<file path="config.mk">
export PLATFORM = sky130hd
export DESIGN_NAME = coef_dequant_pipe
export DESIGN_NICKNAME = d
export VERILOG_FILES = /design/src/rtl/coef_dequant_pipe.sv
export SDC_FILE = /design/constraint.sdc
export NUM_CORES = 2
export LEC_CHECK = 0
export BUFFER_PORTS_ARGS = -buffer_cell sky130_fd_sc_hd__buf_4
export CAP_MARGIN = 20
export CORE_ASPECT_RATIO = 0.75
export CORE_MARGIN = 3
export CORE_UTILIZATION = 30
export CTS_CLUSTER_DIAMETER = 50
export DETAILED_ROUTE_END_ITERATION = 12
export SLEW_MARGIN = 20
export SYNTH_ARGS = -nofsm -noshare
export SYNTH_HDL_FRONTEND = slang
export SYNTH_SLANG_ARGS = --single-unit
export TNS_END_PERCENT = 20
</file>
<file path="constraint.sdc">
create_clock -name i_clk -period 27.9 [get_ports i_clk]
set_input_delay 5.58 -clock i_clk [delete_from_list [all_inputs] [get_ports i_clk]]
set_output_delay 5.58 -clock i_clk [all_outputs]
set_load 0.03 [all_outputs]
</file>
<file path="src/rtl/coef_dequant_pipe.sv">
`default_nettype none
// +----------------------------------------------------------------------------+
// | Module   : coef_dequant_pipe                                                |
// | Purpose  : Elastic valid/ready coefficient dequantiser. Each coefficient is  |
// |            multiplied by an effective scale and a quant-table entry, then    |
// |            rounded (/8) and saturated to OUT_W bits.                         |
// |            Latency 3 cycles from accept, throughput 1 per cycle.            |
// | Ports    : i_clk, i_nrst (async active-low)                                  |
// |            input  handshake : i_valid / o_ready                              |
// |            input  data      : i_coef, i_scale, i_isDC, i_index,              |
// |                               i_linearIndex, i_tblSel, i_fullBlock,          |
// |                               i_blockNum, i_last                             |
// |            table write      : i_qWrt, i_qTbl, i_qAdr, i_qValue               |
// |            output handshake : o_valid / i_ready                              |
// |            output data      : o_index, o_blockNum, o_last, o_coef            |
// | Options  : DEQUANT_SAT_CNT_EN adds o_satCount / i_satClr (clamp counter).   |
// | Revision : 1.0 - initial release                                             |
// +----------------------------------------------------------------------------+
module coef_dequant_pipe #(
    parameter int COEF_W     = 10,
    parameter int SCALE_W    = 6,
    parameter int QUANT_W    = 7,
    parameter int OUT_W      = 12,
    parameter int NUM_TABLES = 2,
    parameter int TBL_W      = $clog2(NUM_TABLES)   // derived, leave at default
) (
    input  logic                   i_clk,
    input  logic                   i_nrst,
    input  logic                   i_valid,
    output logic                   o_ready,
    input  logic [COEF_W-1:0]      i_coef,
    input  logic [SCALE_W-1:0]     i_scale,
    input  logic                   i_isDC,
    input  logic [5:0]             i_index,
    input  logic [5:0]             i_linearIndex,
    input  logic [TBL_W-1:0]       i_tblSel,
    input  logic                   i_fullBlock,
    input  logic [2:0]             i_blockNum,
    input  logic                   i_last,
    input  logic                   i_qWrt,
    input  logic [TBL_W-1:0]       i_qTbl,
    input  logic [3:0]             i_qAdr,
    input  logic [4*QUANT_W-1:0]   i_qValue,
    output logic                   o_valid,
    input  logic                   i_ready,
    output logic [5:0]             o_index,
    output logic [2:0]             o_blockNum,
    output logic                   o_last,
`ifdef DEQUANT_SAT_CNT_EN
    output logic [15:0]            o_satCount,
    input  logic                   i_satClr,
`endif
    output logic [OUT_W-1:0]       o_coef
);

    localparam int c_PROD_W = COEF_W + SCALE_W + QUANT_W + 2;
    localparam int c_ADR_W  = TBL_W + 4;
    localparam int c_WORDS  = NUM_TABLES * 16;
    localparam logic signed [c_PROD_W-1:0] c_RND     = c_PROD_W'(4);
    localparam logic signed [c_PROD_W-1:0] c_SAT_MAX = c_PROD_W'((2 ** (OUT_W - 1)) - 1);
    localparam logic signed [c_PROD_W-1:0] c_SAT_MIN = c_PROD_W'(-(2 ** (OUT_W - 1)));

    // ---------------- handshake ----------------
    logic w_s1Adv, w_s0Adv, w_inReady, w_accept;
    logic r_s0Valid, r_s1Valid, r_outValid;

    assign w_s1Adv   = !r_outValid || i_ready;
    assign w_s0Adv   = !r_s1Valid  || w_s1Adv;
    assign w_inReady = !r_s0Valid  || w_s0Adv;
    assign w_accept  = i_valid && w_inReady;
    assign o_ready   = w_inReady;

    // ---------------- quant table RAM (read-first, not reset) ----------------
    logic [4*QUANT_W-1:0] r_mem [c_WORDS];
    logic [4*QUANT_W-1:0] r_rdWord;
    logic [c_ADR_W-1:0]   w_rdAdr, w_wrAdr;

    // DC always uses entry 0 of the selected table, i.e. word 0.
    assign w_rdAdr = {i_tblSel, (i_isDC ? 4'd0 : i_linearIndex[5:2])};
    assign w_wrAdr = {i_qTbl, i_qAdr};

    // The read port runs every cycle; the word for an item is valid only in
    // the first cycle that item sits in S0, hence the hold register below.
    always_ff @(posedge i_clk) begin
        if (i_qWrt) begin
            r_mem[w_wrAdr] <= i_qValue;
        end
        r_rdWord <= r_mem[w_rdAdr];
    end

    // ---------------- S0: sideband + entry capture ----------------
    logic [COEF_W-1:0]  r_s0Coef;
    logic [SCALE_W-1:0] r_s0Scale;
    logic               r_s0IsDC, r_s0Full, r_s0Last, r_s0UseHold;
    logic [1:0]         r_s0Sel;
    logic [5:0]         r_s0Index;
    logic [2:0]         r_s0Blk;
    logic [QUANT_W-1:0] r_holdQ;
    logic [QUANT_W-1:0] w_ramEntry, w_s0Q, w_effQ;
    logic [SCALE_W-1:0] w_effS;

    always_comb begin
        w_ramEntry = r_rdWord[QUANT_W-1:0];
        case (r_s0Sel)
            2'd0:    w_ramEntry = r_rdWord[0*QUANT_W +: QUANT_W];
            2'd1:    w_ramEntry = r_rdWord[1*QUANT_W +: QUANT_W];
            2'd2:    w_ramEntry = r_rdWord[2*QUANT_W +: QUANT_W];
            default: w_ramEntry = r_rdWord[3*QUANT_W +: QUANT_W];
        endcase
    end

    assign w_s0Q = r_s0UseHold ? r_holdQ : w_ramEntry;

    always_comb begin
        w_effS = r_s0Scale;
        w_effQ = w_s0Q;
        if (r_s0Full) begin
            w_effS = SCALE_W'(16);
            w_effQ = QUANT_W'(1);
        end else if (r_s0IsDC) begin
            w_effS = SCALE_W'(8);
        end
    end

    always_ff @(posedge i_clk or negedge i_nrst) begin
        if (!i_nrst) begin
            r_s0Valid   <= 1'b0;
            r_s0Coef    <= '0;
            r_s0Scale   <= '0;
            r_s0IsDC    <= 1'b0;
            r_s0Full    <= 1'b0;
            r_s0Sel     <= 2'd0;
            r_s0Index   <= 6'd0;
            r_s0Blk     <= 3'd0;
            r_s0Last    <= 1'b0;
            r_s0UseHold <= 1'b0;
            r_holdQ     <= '0;
        end else begin
            if (w_inReady) begin
                r_s0Valid <= i_valid;
                if (i_valid) begin
                    r_s0Coef  <= i_coef;
                    r_s0Scale <= i_scale;
                    r_s0IsDC  <= i_isDC;
                    r_s0Full  <= i_fullBlock;
                    r_s0Sel   <= i_isDC ? 2'd0 : i_linearIndex[1:0];
                    r_s0Index <= i_index;
                    r_s0Blk   <= i_blockNum;
                    r_s0Last  <= i_last;
                end
            end
            // Freeze the entry the first time an item stalls in S0, before the
            // free-running read port overwrites r_rdWord.
            if (w_accept) begin
                r_s0UseHold <= 1'b0;
            end else if (r_s0Valid && !w_s0Adv && !r_s0UseHold) begin
                r_s0UseHold <= 1'b1;
                r_holdQ     <= w_ramEntry;
            end
        end
    end

    // ---------------- S1: operands, product ----------------
    logic signed [COEF_W-1:0] r_s1Coef;
    logic [SCALE_W-1:0]       r_s1S;
    logic [QUANT_W-1:0]       r_s1Q;
    logic [5:0]               r_s1Index;
    logic [2:0]               r_s1Blk;
    logic                     r_s1Last;

    always_ff @(posedge i_clk or negedge i_nrst) begin
        if (!i_nrst) begin
            r_s1Valid <= 1'b0;
            r_s1Coef  <= '0;
            r_s1S     <= '0;
            r_s1Q     <= '0;
            r_s1Index <= 6'd0;
            r_s1Blk   <= 3'd0;
            r_s1Last  <= 1'b0;
        end else if (w_s0Adv) begin
            r_s1Valid <= r_s0Valid;
            if (r_s0Valid) begin
                r_s1Coef  <= r_s0Coef;
                r_s1S     <= w_effS;
                r_s1Q     <= w_effQ;
                r_s1Index <= r_s0Index;
                r_s1Blk   <= r_s0Blk;
                r_s1Last  <= r_s0Last;
            end
        end
    end

    // Product width has two guard bits over the operand widths, so no overflow.
    logic signed [c_PROD_W-1:0] w_coefExt, w_sExt, w_qExt, w_prod, w_round;
    logic [OUT_W-1:0]           w_outCoef;

    assign w_coefExt = c_PROD_W'(r_s1Coef);
    assign w_sExt    = signed'(c_PROD_W'(r_s1S));
    assign w_qExt    = signed'(c_PROD_W'(r_s1Q));
    assign w_prod    = w_coefExt * w_sExt * w_qExt;
    assign w_round   = (w_prod + c_RND) >>> 3;

    always_comb begin
        w_outCoef = w_round[OUT_W-1:0];
        if (w_round > c_SAT_MAX) begin
            w_outCoef = c_SAT_MAX[OUT_W-1:0];
        end else if (w_round < c_SAT_MIN) begin
            w_outCoef = c_SAT_MIN[OUT_W-1:0];
        end
    end

    // ---------------- output register ----------------
    logic [OUT_W-1:0] r_outCoef;
    logic [5:0]       r_outIndex;
    logic [2:0]       r_outBlk;
    logic             r_outLast;

    always_ff @(posedge i_clk or negedge i_nrst) begin
        if (!i_nrst) begin
            r_outValid <= 1'b0;
            r_outCoef  <= '0;
            r_outIndex <= 6'd0;
            r_outBlk   <= 3'd0;
            r_outLast  <= 1'b0;
        end else if (w_s1Adv) begin
            r_outValid <= r_s1Valid;
            if (r_s1Valid) begin
                r_outCoef  <= w_outCoef;
                r_outIndex <= r_s1Index;
                r_outBlk   <= r_s1Blk;
                r_outLast  <= r_s1Last;
            end
        end
    end

    assign o_valid    = r_outValid;
    assign o_coef     = r_outCoef;
    assign o_index    = r_outIndex;
    assign o_blockNum = r_outBlk;
    assign o_last     = r_outLast;

`ifdef DEQUANT_SAT_CNT_EN
    // ---------------- clamp counter ----------------
    logic        w_sat, r_outSat;
    logic [15:0] r_satCount;

    assign w_sat = (w_round > c_SAT_MAX) || (w_round < c_SAT_MIN);

    always_ff @(posedge i_clk or negedge i_nrst) begin
        if (!i_nrst) begin
            r_outSat   <= 1'b0;
            r_satCount <= 16'd0;
        end else begin
            if (w_s1Adv && r_s1Valid) begin
                r_outSat <= w_sat;
            end
            if (i_satClr) begin
                r_satCount <= 16'd0;
            end else if (r_outValid && i_ready && r_outSat && (r_satCount != 16'hFFFF)) begin
                r_satCount <= r_satCount + 16'd1;
            end
        end
    end

    assign o_satCount = r_satCount;
`endif

endmodule
`default_nettype wire

</file>
==> metrics <==
register area share after synthesis 0.645; initial DRC count approximately 2400; static leakage ~19 nW; Worst-path clk slew 60 ps; Synth async-reset ratio 0.0941; status completed; total grt overflow 0; clk_skew 70.5 ps; Slew Limit Fails 0; vias in the first global route 25700; Die H 346 um; final net count 3413; WP data required 22320 ps; fmax roughly 0.085 GHz; Crit Path Max Fanout 5; Mapped Area between 40000 and 50000 um2; RePlAce Congestion 0.771; Final Util 0.346; R2R Setup Slk 17710 ps; pin count of the biggest net entering global routing between 100 and 150; Skew-Pair Late Insertion Delay 720 ps; unrepaired setup endpoints after global routing false; final hold violation count 0; Synth Area per Inst around 15 um2; synth warn 0; router iterations before antenna repair 7; setup tns final 0 ps; TritonCTS clock tree built; reg-to-reg critical path endpoint o_coef[9]; routed via count roughly 26000; Top FF cell, synth edfxtp_1; Clock Tree Root clkbuf_16; overall routed net length 117 mm; Hold EP o_index[5]; Vias/cell 4.99; Post-synth EDFFs 896; IO Pins 97; count leader, synth edfxtp_1; Yosys top cell area share 0.581; CP Capture Type output pin; critical path arrival 6250 ps; wire length per cell 22.4 um; syn_nets 3326; layout cells sized above 1 0.174; row cnt 124; dpl hpwl roughly 70 mm; CTS Buf Count 96; max cap viols 0; Relative slew margins 0.299; total track usage 0.145; Final Critical Period 11830 ps; DIE AREA 159000 um2; post-synth cell types 71; DRC viols 0; slew of the pin with the lowest slew margin 1050 ps; Initial Util 0.303; die width 460 um; first-pass GRT wire length 174 mm; Hold Crit Start r_s1Index[5]; Routed Antenna Nets 0; # port buffers between 90 and 100; CTS resizes 0; Clock H-tree levels 3; Core Region 153000 um2; critical path type in2out; TritonCTS sink count 1020; initial antenna violation count 13; leading area contributor after synthesis edfxtp_1; HP Class reg2reg; Post-Syn Instances 3035; Worst Reg2Reg Path Length in Cells 35; reg2reg start r_s1S[2]; clock buffer depth 3; Hold Buf Count CTS 0; hold path depth 2; worst vdd ir 167 uV; Setup Viol. Count Final 0; Period Utilization, post-route 0.424; Commonest cells post-synth edfxtp_1 (896), nand2_1 (245), o21ai_0 (210); Post-CTS Setup Bufs 0; top post-synthesis cells by area edfxtp_1 (58%), mux4_2 (5.8%), fa_1 (5.6%), dfrtp_1 (5.2%), mux2i_1 (3.8%); crit start category primary input; fillers 14600; Layout area overhead 14.4%; #FFs+latches synth 1020; Cell Pwr Density between 100 and 150 nW/um2
-- placed cells by master (no fill, tap or decap), types with 9 or more instances in the layout --
cell / Yosys / routed
a21o_1: 11 / 11
nand2_1: 245 / 245
clkbuf_16: 0 / 96
ha_1: 88 / 88
clkinv_2: 0 / 13
nor3_1: 13 / 13
nand3_1: 17 / 17
o221ai_1: 54 / 54
buf_4: 1 / 148
fa_1: 130 / 130
a21oi_1: 56 / 56
o211ai_1: 63 / 63
dfxtp_1: 28 / 28
o21ai_0: 210 / 210
mux2i_1: 176 / 176
edfxtp_1: 896 / 896
clkbuf_1: 110 / 25
mux4_2: 120 / 120
nor2_4: 0 / 32
nor2_1: 59 / 27
nor2b_1: 14 / 12
xor2_1: 9 / 9
dfrtp_1: 96 / 96
xnor2_1: 31 / 31
inv_1: 205 / 205
mux2_2: 55 / 55
a31o_2: 27 / 27
and2_1: 120 / 120
nand2b_1: 19 / 14
bufinv_16: 0 / 12
a311oi_1: 28 / 28
-- state kept, by name (all words and copies together), names as in the netlist, 2 cells and up --
| name | count |
|---|---|
| o_blockNum | 3 |
| o_coef | 12 |
| o_index | 6 |
| r_holdQ | 7 |
| r_mem | 896 |
| r_rdWord | 28 |
| r_s0Blk | 3 |
| r_s0Coef | 10 |
| r_s0Index | 6 |
| r_s0Scale | 6 |
| r_s0Sel | 2 |
| r_s1Blk | 3 |
| r_s1Coef | 10 |
| r_s1Index | 6 |
| r_s1Q | 7 |
| r_s1S | 6 |
-- how the worst max path moves through the flow --
stage            start  endpoint  slack [ps]  cells past startpoint
2_1_floorplan  i_ready   o_ready       16290                      2
3_3_place_gp   i_ready   o_ready       16090                      4
3_5_place_dp   i_ready   o_ready       16080                      4
4_1_cts        i_ready   o_ready       16080                      4
5_1_grt        i_ready   o_ready       15980                      4
6_report       i_ready   o_ready       16070                      4
-- worst max-delay path, stage by stage --
cell and delay (ps):
buf_4 110, nor2b_1 160, nand3_1 180, buf_4 210
-- logic make-up (layout without fill, tap and decap cells) --
family | Yosys count | in the layout | synth area share
flip-flops | 1020 | 1020 | 0.645
AND/OR/NAND/NOR | 523 | 523 | 0.0541
AO/OA/AOI/OAI | 515 | 515 | 0.0736
buffers and inverters | 368 | 535 | 0.0305
multiplexers | 351 | 351 | 0.110
adder cells (fa/ha/maj) | 218 | 218 | 0.0799
XOR/XNOR | 40 | 40 | 0.00756
other | 0 | 7 | 0
-- where the power goes --
group	internal (mW)	total (mW)	switching, mW
Combinational	0.954	2.35	1.40
Sequential	1.72	1.78	0.0578
Clock	0.778	1.37	0.590
-- routing by layer --
layer / up-vias / routed length, um / GRT usage
met5: - / 14 / 0
met4: 2 / 1840 / 0.0291
met3: 137 / 8610 / 0.0307
met2: 815 / 52700 / 0.222
met1: 13500 / 53700 / 0.215
li1: 11600 / - / -
-- area by class of cell --
type / instances / area, um2 / area share
antenna: 7 / 17.5 / 0.000331
inverter: 206 / 773 / 0.0146
sequential: 1020 / 29900 / 0.564
multi-input combinational: 1647 / 15300 / 0.289
tap: 2016 / 2520 / 0.0476
clock buffer: 129 / 2600 / 0.0491
timing repair buffer: 151 / 1160 / 0.0218
clock inverter: 49 / 714 / 0.0135
-- metrics by stage --
step	area (um2)	total power [mW]	hold WS (ps)	setup WS, ps	instances
after floorplan	46300	3.65	433	16290	3035
after global placement	49700	4.16	448	16090	5040
after detailed placement	49700	4.19	449	16080	5040
after CTS	53000	5.56	464	16080	5218
after global routing	53000	5.94	496	15980	5220
final	53000	5.50	464	16070	5225
Power figures use the tool's default switching activity.
